File: src/rtl/iccm_uart_loader_if.sv
// ICCM write-port bundle driven by the boot loader: single-cycle writes, no backpressure.
// The memory is assumed to always grant, so req mirrors we.
interface iccm_uart_loader_if #(
    parameter int AddrW = 12
) ();
    logic             req;
    logic             we;
    logic [AddrW-1:0] addr;
    logic [31:0]      wdata;

    modport master (output req, we, addr, wdata);
    modport slave  (input  req, we, addr, wdata);
endinterface

File: src/rtl/iccm_uart_loader.sv
// UART (8N1) boot loader: assembles LE words into ICCM, holds core in reset until EndWord.
// Latency: write issued 1 cycle after the 4th byte's stop sample; no backpressure (grant assumed).
module iccm_uart_loader #(
    parameter int          ClksPerBit = 868,
    parameter int          AddrW      = 12,
    parameter logic [31:0] EndWord    = 32'h0000_0FFF
) (
    input  logic               clk_i,
    input  logic               rst_i,
    input  logic               prog_en_i,
    input  logic               rx_i,
    iccm_uart_loader_if.master iccm,
    output logic               core_hold_o,
    output logic               prog_done_o,
    output logic               frame_err_o,
    output logic               overflow_o
);

    localparam int              CntW    = $clog2(ClksPerBit);
    localparam logic [CntW-1:0] HalfCnt = CntW'(ClksPerBit / 2 - 1);
    localparam logic [CntW-1:0] FullCnt = CntW'(ClksPerBit - 1);
    localparam logic [AddrW-1:0] TopAddr = '1;

    typedef enum logic [1:0] {RX_IDLE, RX_START, RX_DATA, RX_STOP} rx_state_t;
    typedef enum logic [1:0] {LD_WAIT_EN, LD_LOAD, LD_DONE} ld_state_t;

    logic             rx_meta, rx_sync;
    rx_state_t        rx_state, rx_state_n;
    logic [CntW-1:0]  cnt, cnt_n;
    logic [2:0]       bit_idx, bit_idx_n;
    logic [7:0]       shift, shift_n;
    logic             byte_valid, byte_valid_n;
    logic             frame_err, frame_err_n;
    logic             rx_run;

    ld_state_t        ld_state, ld_state_n;
    logic [1:0]       byte_idx, byte_idx_n;
    logic [31:0]      word, word_n, asm_word;
    logic [AddrW-1:0] ptr, ptr_n;
    logic             we, we_n;
    logic [AddrW-1:0] addr, addr_n;
    logic [31:0]      wdata, wdata_n;
    logic             overflow, overflow_n;

    // Both sync flops reset high so reset never looks like a start bit.
    always_ff @(posedge clk_i) begin
        if (rst_i) begin
            rx_meta <= 1'b1;
            rx_sync <= 1'b1;
        end else begin
            rx_meta <= rx_i;
            rx_sync <= rx_meta;
        end
    end

    assign rx_run = prog_en_i && (ld_state == LD_LOAD);

    always_ff @(posedge clk_i) begin
        if (rst_i) begin
            rx_state   <= RX_IDLE;
            cnt        <= '0;
            bit_idx    <= '0;
            shift      <= '0;
            byte_valid <= 1'b0;
            frame_err  <= 1'b0;
        end else begin
            rx_state   <= rx_state_n;
            cnt        <= cnt_n;
            bit_idx    <= bit_idx_n;
            shift      <= shift_n;
            byte_valid <= byte_valid_n;
            frame_err  <= frame_err_n;
        end
    end

    always_comb begin
        rx_state_n   = rx_state;
        cnt_n        = cnt;
        bit_idx_n    = bit_idx;
        shift_n      = shift;
        byte_valid_n = 1'b0;
        frame_err_n  = frame_err;
        if (!rx_run) begin
            rx_state_n = RX_IDLE;
            cnt_n      = '0;
        end else begin
            case (rx_state)
                RX_IDLE: begin
                    cnt_n = '0;
                    if (!rx_sync) rx_state_n = RX_START;
                end
                RX_START: begin
                    if (cnt == HalfCnt) begin
                        cnt_n      = '0;
                        bit_idx_n  = '0;
                        rx_state_n = rx_sync ? RX_IDLE : RX_DATA;
                    end else begin
                        cnt_n = cnt + 1'b1;
                    end
                end
                RX_DATA: begin
                    if (cnt == FullCnt) begin
                        cnt_n   = '0;
                        shift_n = {rx_sync, shift[7:1]};
                        if (bit_idx == 3'd7) rx_state_n = RX_STOP;
                        else                 bit_idx_n  = bit_idx + 1'b1;
                    end else begin
                        cnt_n = cnt + 1'b1;
                    end
                end
                RX_STOP: begin
                    if (cnt == FullCnt) begin
                        cnt_n      = '0;
                        rx_state_n = RX_IDLE;
                        if (rx_sync) byte_valid_n = 1'b1;
                        else         frame_err_n  = 1'b1;
                    end else begin
                        cnt_n = cnt + 1'b1;
                    end
                end
                default: rx_state_n = RX_IDLE;
            endcase
        end
    end

    always_ff @(posedge clk_i) begin
        if (rst_i) begin
            ld_state <= LD_WAIT_EN;
            byte_idx <= '0;
            word     <= '0;
            ptr      <= '0;
            we       <= 1'b0;
            addr     <= '0;
            wdata    <= '0;
            overflow <= 1'b0;
        end else begin
            ld_state <= ld_state_n;
            byte_idx <= byte_idx_n;
            word     <= word_n;
            ptr      <= ptr_n;
            we       <= we_n;
            addr     <= addr_n;
            wdata    <= wdata_n;
            overflow <= overflow_n;
        end
    end

    always_comb begin
        ld_state_n = ld_state;
        byte_idx_n = byte_idx;
        word_n     = word;
        ptr_n      = ptr;
        we_n       = 1'b0;
        addr_n     = addr;
        wdata_n    = wdata;
        overflow_n = overflow;
        asm_word   = word;
        asm_word[8*byte_idx +: 8] = shift;
        case (ld_state)
            LD_WAIT_EN: begin
                if (prog_en_i) begin
                    ld_state_n = LD_LOAD;
                    byte_idx_n = '0;
                    word_n     = '0;
                    ptr_n      = '0;
                end
            end
            LD_LOAD: begin
                // Abort takes priority over a byte landing in the same cycle.
                if (!prog_en_i) begin
                    ld_state_n = LD_WAIT_EN;
                end else if (we && addr == TopAddr) begin
                    overflow_n = 1'b1;
                    ld_state_n = LD_DONE;
                end else if (byte_valid) begin
                    word_n     = asm_word;
                    byte_idx_n = byte_idx + 1'b1;
                    if (byte_idx == 2'd3) begin
                        if (asm_word == EndWord) begin
                            ld_state_n = LD_DONE;
                        end else begin
                            we_n    = 1'b1;
                            addr_n  = ptr;
                            wdata_n = asm_word;
                            ptr_n   = ptr + 1'b1;
                        end
                    end
                end
            end
            default: ld_state_n = LD_DONE;
        endcase
    end

    assign iccm.req    = we;
    assign iccm.we     = we;
    assign iccm.addr   = addr;
    assign iccm.wdata  = wdata;
    assign core_hold_o = (ld_state != LD_DONE);
    assign prog_done_o = (ld_state == LD_DONE);
    assign frame_err_o = frame_err;
    assign overflow_o  = overflow;

endmodule

File: src/flat_wrapper.sv
// flat-port wrapper written by rule: the top's interface ports become plain ports
module iccm_uart_loader_flat 
#(
    parameter int          ClksPerBit = 868,
    parameter int          AddrW      = 12,
    parameter logic [31:0] EndWord    = 32'h0000_0FFF
)
  (clk_i, rst_i, prog_en_i, rx_i, core_hold_o, prog_done_o, frame_err_o, overflow_o, iccm_req, iccm_we, iccm_addr, iccm_wdata);
  iccm_uart_loader_if #(.AddrW(AddrW)) iccm_i ();
  input  logic clk_i;
  input  logic rst_i;
  input  logic prog_en_i;
  input  logic rx_i;
  output logic core_hold_o;
  output logic prog_done_o;
  output logic frame_err_o;
  output logic overflow_o;
  output wire logic [$bits(iccm_i.req)-1:0] iccm_req;
  output wire logic [$bits(iccm_i.we)-1:0] iccm_we;
  output wire logic [$bits(iccm_i.addr)-1:0] iccm_addr;
  output wire logic [$bits(iccm_i.wdata)-1:0] iccm_wdata;
  assign iccm_req = iccm_i.req;
  assign iccm_we = iccm_i.we;
  assign iccm_addr = iccm_i.addr;
  assign iccm_wdata = iccm_i.wdata;
  iccm_uart_loader #(.ClksPerBit(ClksPerBit), .AddrW(AddrW), .EndWord(EndWord)) u_core (.clk_i(clk_i), .rst_i(rst_i), .prog_en_i(prog_en_i), .rx_i(rx_i), .iccm(iccm_i), .core_hold_o(core_hold_o), .prog_done_o(prog_done_o), .frame_err_o(frame_err_o), .overflow_o(overflow_o));
endmodule
File: config.mk
export PLATFORM = sky130hd
export DESIGN_NAME = iccm_uart_loader_flat
export DESIGN_NICKNAME = d
export VERILOG_FILES = /design/src/rtl/iccm_uart_loader_if.sv /design/src/rtl/iccm_uart_loader.sv /design/src/flat_wrapper.sv
export SDC_FILE = /design/constraint.sdc
export NUM_CORES = 1
export LEC_CHECK = 0
export BUFFER_PORTS_ARGS = -buffer_cell sky130_fd_sc_hd__buf_2
export CORE_UTILIZATION = 50
export CTS_CLUSTER_DIAMETER = 100
export DETAILED_ROUTE_END_ITERATION = 16
export PLACE_DENSITY = 0.76
export SLEW_MARGIN = 20
export SYNTH_ARGS = -nofsm -noshare
export SYNTH_HDL_FRONTEND = slang
export SYNTH_SLANG_ARGS = --single-unit
File: constraint.sdc
create_clock -name clk_i -period 6.9 [get_ports clk_i]
set_clock_uncertainty 0.15 [all_clocks]
set_input_delay 1.38 -clock clk_i [delete_from_list [all_inputs] [get_ports clk_i]]
set_output_delay 1.38 -clock clk_i [all_outputs]
set_load 0.05 [all_outputs]
Word-level counts from Yosys, hierarchy flattened
Index checks and enable logic that the tools add are counted.
{"block": "totals", "reg_bits": 121, "out_inout_bits": 50, "wordCells": 120}
{"block": "op_classes", "n_addsub": 5, "n_eq_ne": 27, "n_shift": 2, "muxes": 41, "bitwise": 10, "n_reduce_logical": 19}
{"operator": "$mux 32", "n": 4}
{"operator": "$mux 12", "n": 6}
{"operator": "$pmux 32 s2", "n": 1}
{"operator": "$neg 5->34", "n": 1}
{"operator": "$shift 8x34->32 const A", "n": 1}
{"operator": "$shiftx 8x34->32", "n": 1}
{"operator": "$bwmux 32", "n": 1}
{"operator": "$eq 32x12->1 const B", "n": 1}
{"operator": "$mux 2", "n": 16}
{"operator": "$pmux 10 s3", "n": 1}
{"operator": "$pmux 12 s2", "n": 1}
{"operator": "$mux 10", "n": 2}
{"operator": "$ne 2x2->1 const B", "n": 8}
{"operator": "$reduce_and 5->1", "n": 3}
{"operator": "$add 12x1->12 const B", "n": 1}
{"operator": "$eq 12x12->1 const B", "n": 1}
{"operator": "$add 10x1->10 const B", "n": 1}
{"operator": "$eq 10x10->1 const B", "n": 1}
{"operator": "$eq 10x9->1 const B", "n": 1}
{"operator": "$ne 2x1->1 const B", "n": 5}
{"operator": "$not 1->1", "n": 10}
{"operator": "$mux 3", "n": 3}
{"operator": "$eq 2x2->1 const B", "n": 4}
{"operator": "$ne 4x4->1 const B", "n": 2}
{"operator": "other kinds (19)", "n": 28}

Depth between registers and ports, before layout
{"block": "depth", "word_depth": 10, "depth_mapped": 15}

Worst setup path before layout
OpenSTA, ideal clock, no wires.
{"block": "synth_path", "kind": "input port to flip-flop", "startpoint": "in prog_en_i", "endpoint": "reg u_core.addr[10], in the netlist u_core.iccm.addr[10]", "setup_ns": 0.128, "arrival_ns": 2.775, "required_ns": 6.622, "setup_slack_ns": 3.847, "stages": 7, "path_buffers": 2, "path_cell_list": "nand3_1 or3_1 a21oi_1 buf_2 buf_2 mux2i_1 nor2_1"}
{"block": "synth_between", "elab_chain_len": 1}
{"element": "start, declared", "line_no": "flat_wrapper.sv:12", "rtl": "input logic prog_en_i;"}
{"element": "$reduce_and 6->1 (no source line)"}
{"element": "end signal, assigned", "line_no": "iccm_uart_loader.sv:142", "rtl": "addr <= addr_n;"}
{"element": "end, declared", "line_no": "iccm_uart_loader.sv:41", "rtl": "logic [AddrW-1:0] addr, addr_n;"}
Every way passes these cells.
A chain may end at the register's enable or synchronous reset.

Final worst setup path
{"block": "layout_path", "startpoint": "reg u_core.byte_idx[0]", "endpoint": "reg u_core.addr[8], in the netlist u_core.iccm.addr[8]"}
{"block": "layout_between", "elab_chain_len": 6, "word_cells_on_any_way": 8, "classes_between": "1 x add/sub; 2 x eq/ne; 2 x shift; 1 x mux; 1 x bitwise; 1 x reduce/logical"}
{"element": "start, declared", "line_no": "iccm_uart_loader.sv:37", "rtl": "logic [1:0] byte_idx, byte_idx_n;"}
{"element": "start signal, assigned", "line_no": "iccm_uart_loader.sv:138", "rtl": "byte_idx <= byte_idx_n;"}
{"element": "$neg 5->34", "line_no": "iccm_uart_loader.sv:158", "rtl": "asm_word[8*byte_idx +: 8] = shift;"}
{"element": "$shiftx 8x34->32 or $shift 8x34->32 (tied branches)", "line_no": "iccm_uart_loader.sv:158"}
{"element": "$bwmux 32", "line_no": "iccm_uart_loader.sv:158"}
{"element": "$eq 32x12->1", "line_no": "iccm_uart_loader.sv:179", "rtl": "if (asm_word == EndWord) begin"}
{"element": "$not 1->1 (no source line)"}
{"element": "$reduce_and 6->1 (no source line) (*)"}
Mark *: on every way between the ends. The rest lies on a longest branch, timed or not.

==> flow_metrics.tcl <==
set metrics [dict create \
    power.density_cell_area_nw_per_um2 260 \
    final_weighted_congestion_in_routability_driven_placement 0.917 \
    clock_path_buffers 2 \
    cts_setup_buffers 0 \
    start_kind "flop" \
    fp.dieH_um 106 \
    die_area_um2 11200 \
    leakage_nw 2.38 \
    coreArea_um2 10400 \
    synth_seq_area_share_pct 45.1 \
    topRoutingLayerUsed "met4" \
    drcViolationCount 0 \
    overall_via_count_from_detail_route 4425 \
    drive_gt1_share_pct 16.2 \
    final-setup-viol-count 0 \
    fin_total_pwr_mw 1.61 \
    met3WireLength_um 669 \
    wl_per_cell_um 15.3 \
    die_w_um 106 \
    first_pass_grt_wire_length_um 20400 \
    setup-tns-final_ns 0 \
    post_synth_inst_count 596 \
    syn_to_final_growth_pct 15.6 \
    post-route-worst-setup-slack_ns 2.80 \
    initial_utilization_pct 51.8 \
    worst-path-max-fanout 41 \
    clock-sinks 121 \
    slew_headroom_pct 33.4 \
    drtAntennaViolNets 0 \
    filler_cell_count_in_the_final_layout 908 \
    vias_per_cell 5.68 \
    dpl_worst_slack_ns 2.80 \
    grt_setup_unrepaired "no" \
    cts_root_buf "clkbuf_8" \
    avgSynthCellArea_um2 9.01 \
    hold-worst-slack_ns 0.260 \
    util_after_layout_pct 59.9 \
    max_slew.worst_pin.slew_ns 0.989 \
    end_kind "flop" \
    holdBufCountCts 0 \
    grt.overflow.total 0 \
    insertedDiodeCount 0 \
    worst-setup-path-type "reg2reg" \
    grt_max_degree 68 \
    cts_tree "yes" \
    postSynthRegisterBits 121 \
    synth_nets 611 \
    first_iter_violations 188 \
    met1_length_um 5330 \
    synth_ff_type "dfxtp_1" \
    wl_met2_um 5680 \
    netlist_area_um2 5370 \
    required_ns 7.12 \
    max-vdd-ir-drop_mv 0.193 \
    grt_usage_pct 22.7 \
    multi_input_area_um2 2710 \
    finalWirelength_um 11900 \
    drt-pass1-iter-count 4 \
    dp.final_hpwl_um 7990 \
    max_clock_freq_mhz 244 \
    timing.final.max_slew_violations 0 \
    reported_max_cap_violation_count 0 \
    synth_edf_count 0 \
    ctsHtreeMaxLevel 4 \
    numPortBuffers 53 \
    status "completed" \
    clkSlewWorstSetupHoldPaths_ns 0.05 \
    clkLatencyLatePin_ns 0.51 \
    grt_pass1_vias 4192 \
    cts-buffers-inserted 17 \
    yosysUniqueCellTypes 60 \
    minimum_clock_period_after_layout_ns 4.10 \
    ios 54 \
    timing.critical_path.arrival_ns 4.32 \
    postCtsResizedCells 0 \
    antenna_found_initial 0 \
    row_count 37 \
    worstHoldPathType "reg2reg" \
    synth_async_sr_flop_share_pct 0 \
    yosys_synthesis_warning_count 0 \
    hold_violations 0 \
    num-nets-final 646 \
    period_share_pct 59.5 \
    seq_area_um2 2420 \
]
per-stage QoR:
| stage | cells | cell area, µm² |
|---|---|---|
| floorplan | 596 | 5370 |
| global placement | 748 | 5650 |
| detailed placement | 748 | 5650 |
| CTS | 779 | 6210 |
| global route | 779 | 6210 |
| finish | 779 | 6210 |
worst paths after layout:
check	start	end	slack, ns	depth (start not counted)
max	u_core.byte_idx[0]$_SDFFE_PP0P_	u_core.iccm.addr[8]$_SDFFE_PP0P_	2.80	10
min	u_core.rx_meta$_SDFF_PP1_	u_core.rx_sync$_SDFF_PP1_	0.26	1
max reg2reg	u_core.byte_idx[0]$_SDFFE_PP0P_	u_core.iccm.addr[8]$_SDFFE_PP0P_	2.80	10
min reg2reg	u_core.rx_meta$_SDFF_PP1_	u_core.rx_sync$_SDFF_PP1_	0.26	1
synthesized netlist by cell type, types with 6 or more instances:
| cell type | count | area, µm² |
|---|---|---|
| nor2_1 | 125 | 469 |
| dfxtp_1 | 121 | 2420 |
| a211oi_1 | 59 | 443 |
| mux2i_1 | 30 | 300 |
| clkbuf_1 | 22 | 82.6 |
| a21oi_1 | 21 | 105 |
| nand2_1 | 19 | 71.3 |
| nand3_1 | 19 | 95.1 |
| nor2b_1 | 16 | 100 |
| inv_1 | 15 | 56.3 |
| a22oi_1 | 11 | 82.6 |
| buf_2 | 11 | 55.1 |
| ha_1 | 11 | 138 |
| nor3_1 | 10 | 50.1 |
| and3_1 | 7 | 43.8 |
| nor4_1 | 7 | 43.8 |
| xnor2_1 | 7 | 61.3 |
| a31oi_1 | 6 | 37.5 |
| xor2_1 | 6 | 52.6 |
metal layers:
metal / global-route usage (%) / vias to the layer above
met5: 0 / -
met4: 9.42 / 0
met3: 4.82 / 23
met2: 38.0 / 148
met1: 28.2 / 2051
li1: - / 2203
registers in the layout (all words and copies together) (netlist names), named ones only:
register / flops
u_core.rx_meta: 1
u_core.ptr: 12
u_core.frame_err_o: 1
u_core.ld_state: 2
u_core.rx_sync: 1
u_core.byte_idx: 2
u_core.iccm.wdata: 32
u_core.word: 32
u_core.rx_state: 1
u_core.overflow_o: 1
u_core.cnt: 10
u_core.byte_valid: 1
u_core.iccm.req: 1
u_core.bit_idx: 3
u_core.iccm.addr: 12
u_core.shift: 8
critical path, stage by stage, from the launching register on:
cell and delay [ns]:
dfxtp_1 0.43, inv_1 0.18, ha_1 0.58, and4b_1 0.36, a22oi_1 0.35, nand4b_2 0.24, nor3_2 0.09, a21oi_4 0.76
buf_4 0.51, mux2i_1 0.25, nor2_1 0.05
where the power goes:
group          switching [mW]  leakage [nW]  total [mW]  internal, mW
clock network           0.298         0.272       0.826         0.528
registers             0.00892         0.978       0.718         0.709
logic                  0.0457          1.13      0.0686        0.0229
total                   0.352          2.38        1.61          1.26
layout make-up:
| type | instances | area share [%] |
|---|---|---|
| Clock buffer | 23 | 7.36 |
| Clock inverter | 8 | 1.55 |
| Inverter | 16 | 1.01 |
| Multi-Input combinational cell | 419 | 43.7 |
| Sequential cell | 121 | 39.0 |
| Tap cell | 136 | 2.74 |
| Timing Repair Buffer | 56 | 4.68 |
cells by family (layout without fill, tap and decap cells):
family / Yosys count / count (layout) / synth area share (%)
adders and majority gates: 11 / 11 / 2.56
xor gates and xnor gates: 13 / 13 / 2.12
muxes: 31 / 31 / 5.80
and+or+nand+nor: 239 / 239 / 22.0
buffers and inverters: 56 / 103 / 4.92
DFF: 121 / 121 / 45.1
AOI/OAI and AO/OA: 125 / 125 / 17.5
cells in the final DEF, fill, tap and decap left out, types with 4 or more instances in the layout:
master	n
a21oi_1	19
nor2_1	125
a211oi_1	59
a211o_1	5
nor2b_1	16
and4bb_2	4
mux2i_1	30
xor2_1	6
or2_2	4
inv_1	15
nand2b_1	5
clkbuf_16	16
nor4_1	7
nor3_1	10
a22o_1	5
buf_2	52
buf_4	4
and3_1	7
clkinv_2	4
nand2_1	19
ha_1	11
clkbuf_1	4
a22oi_1	11
xnor2_1	7
dfxtp_1	121
a31oi_1	6
nand3_1	19
No activity file was read; power rests on OpenSTA's default activity.
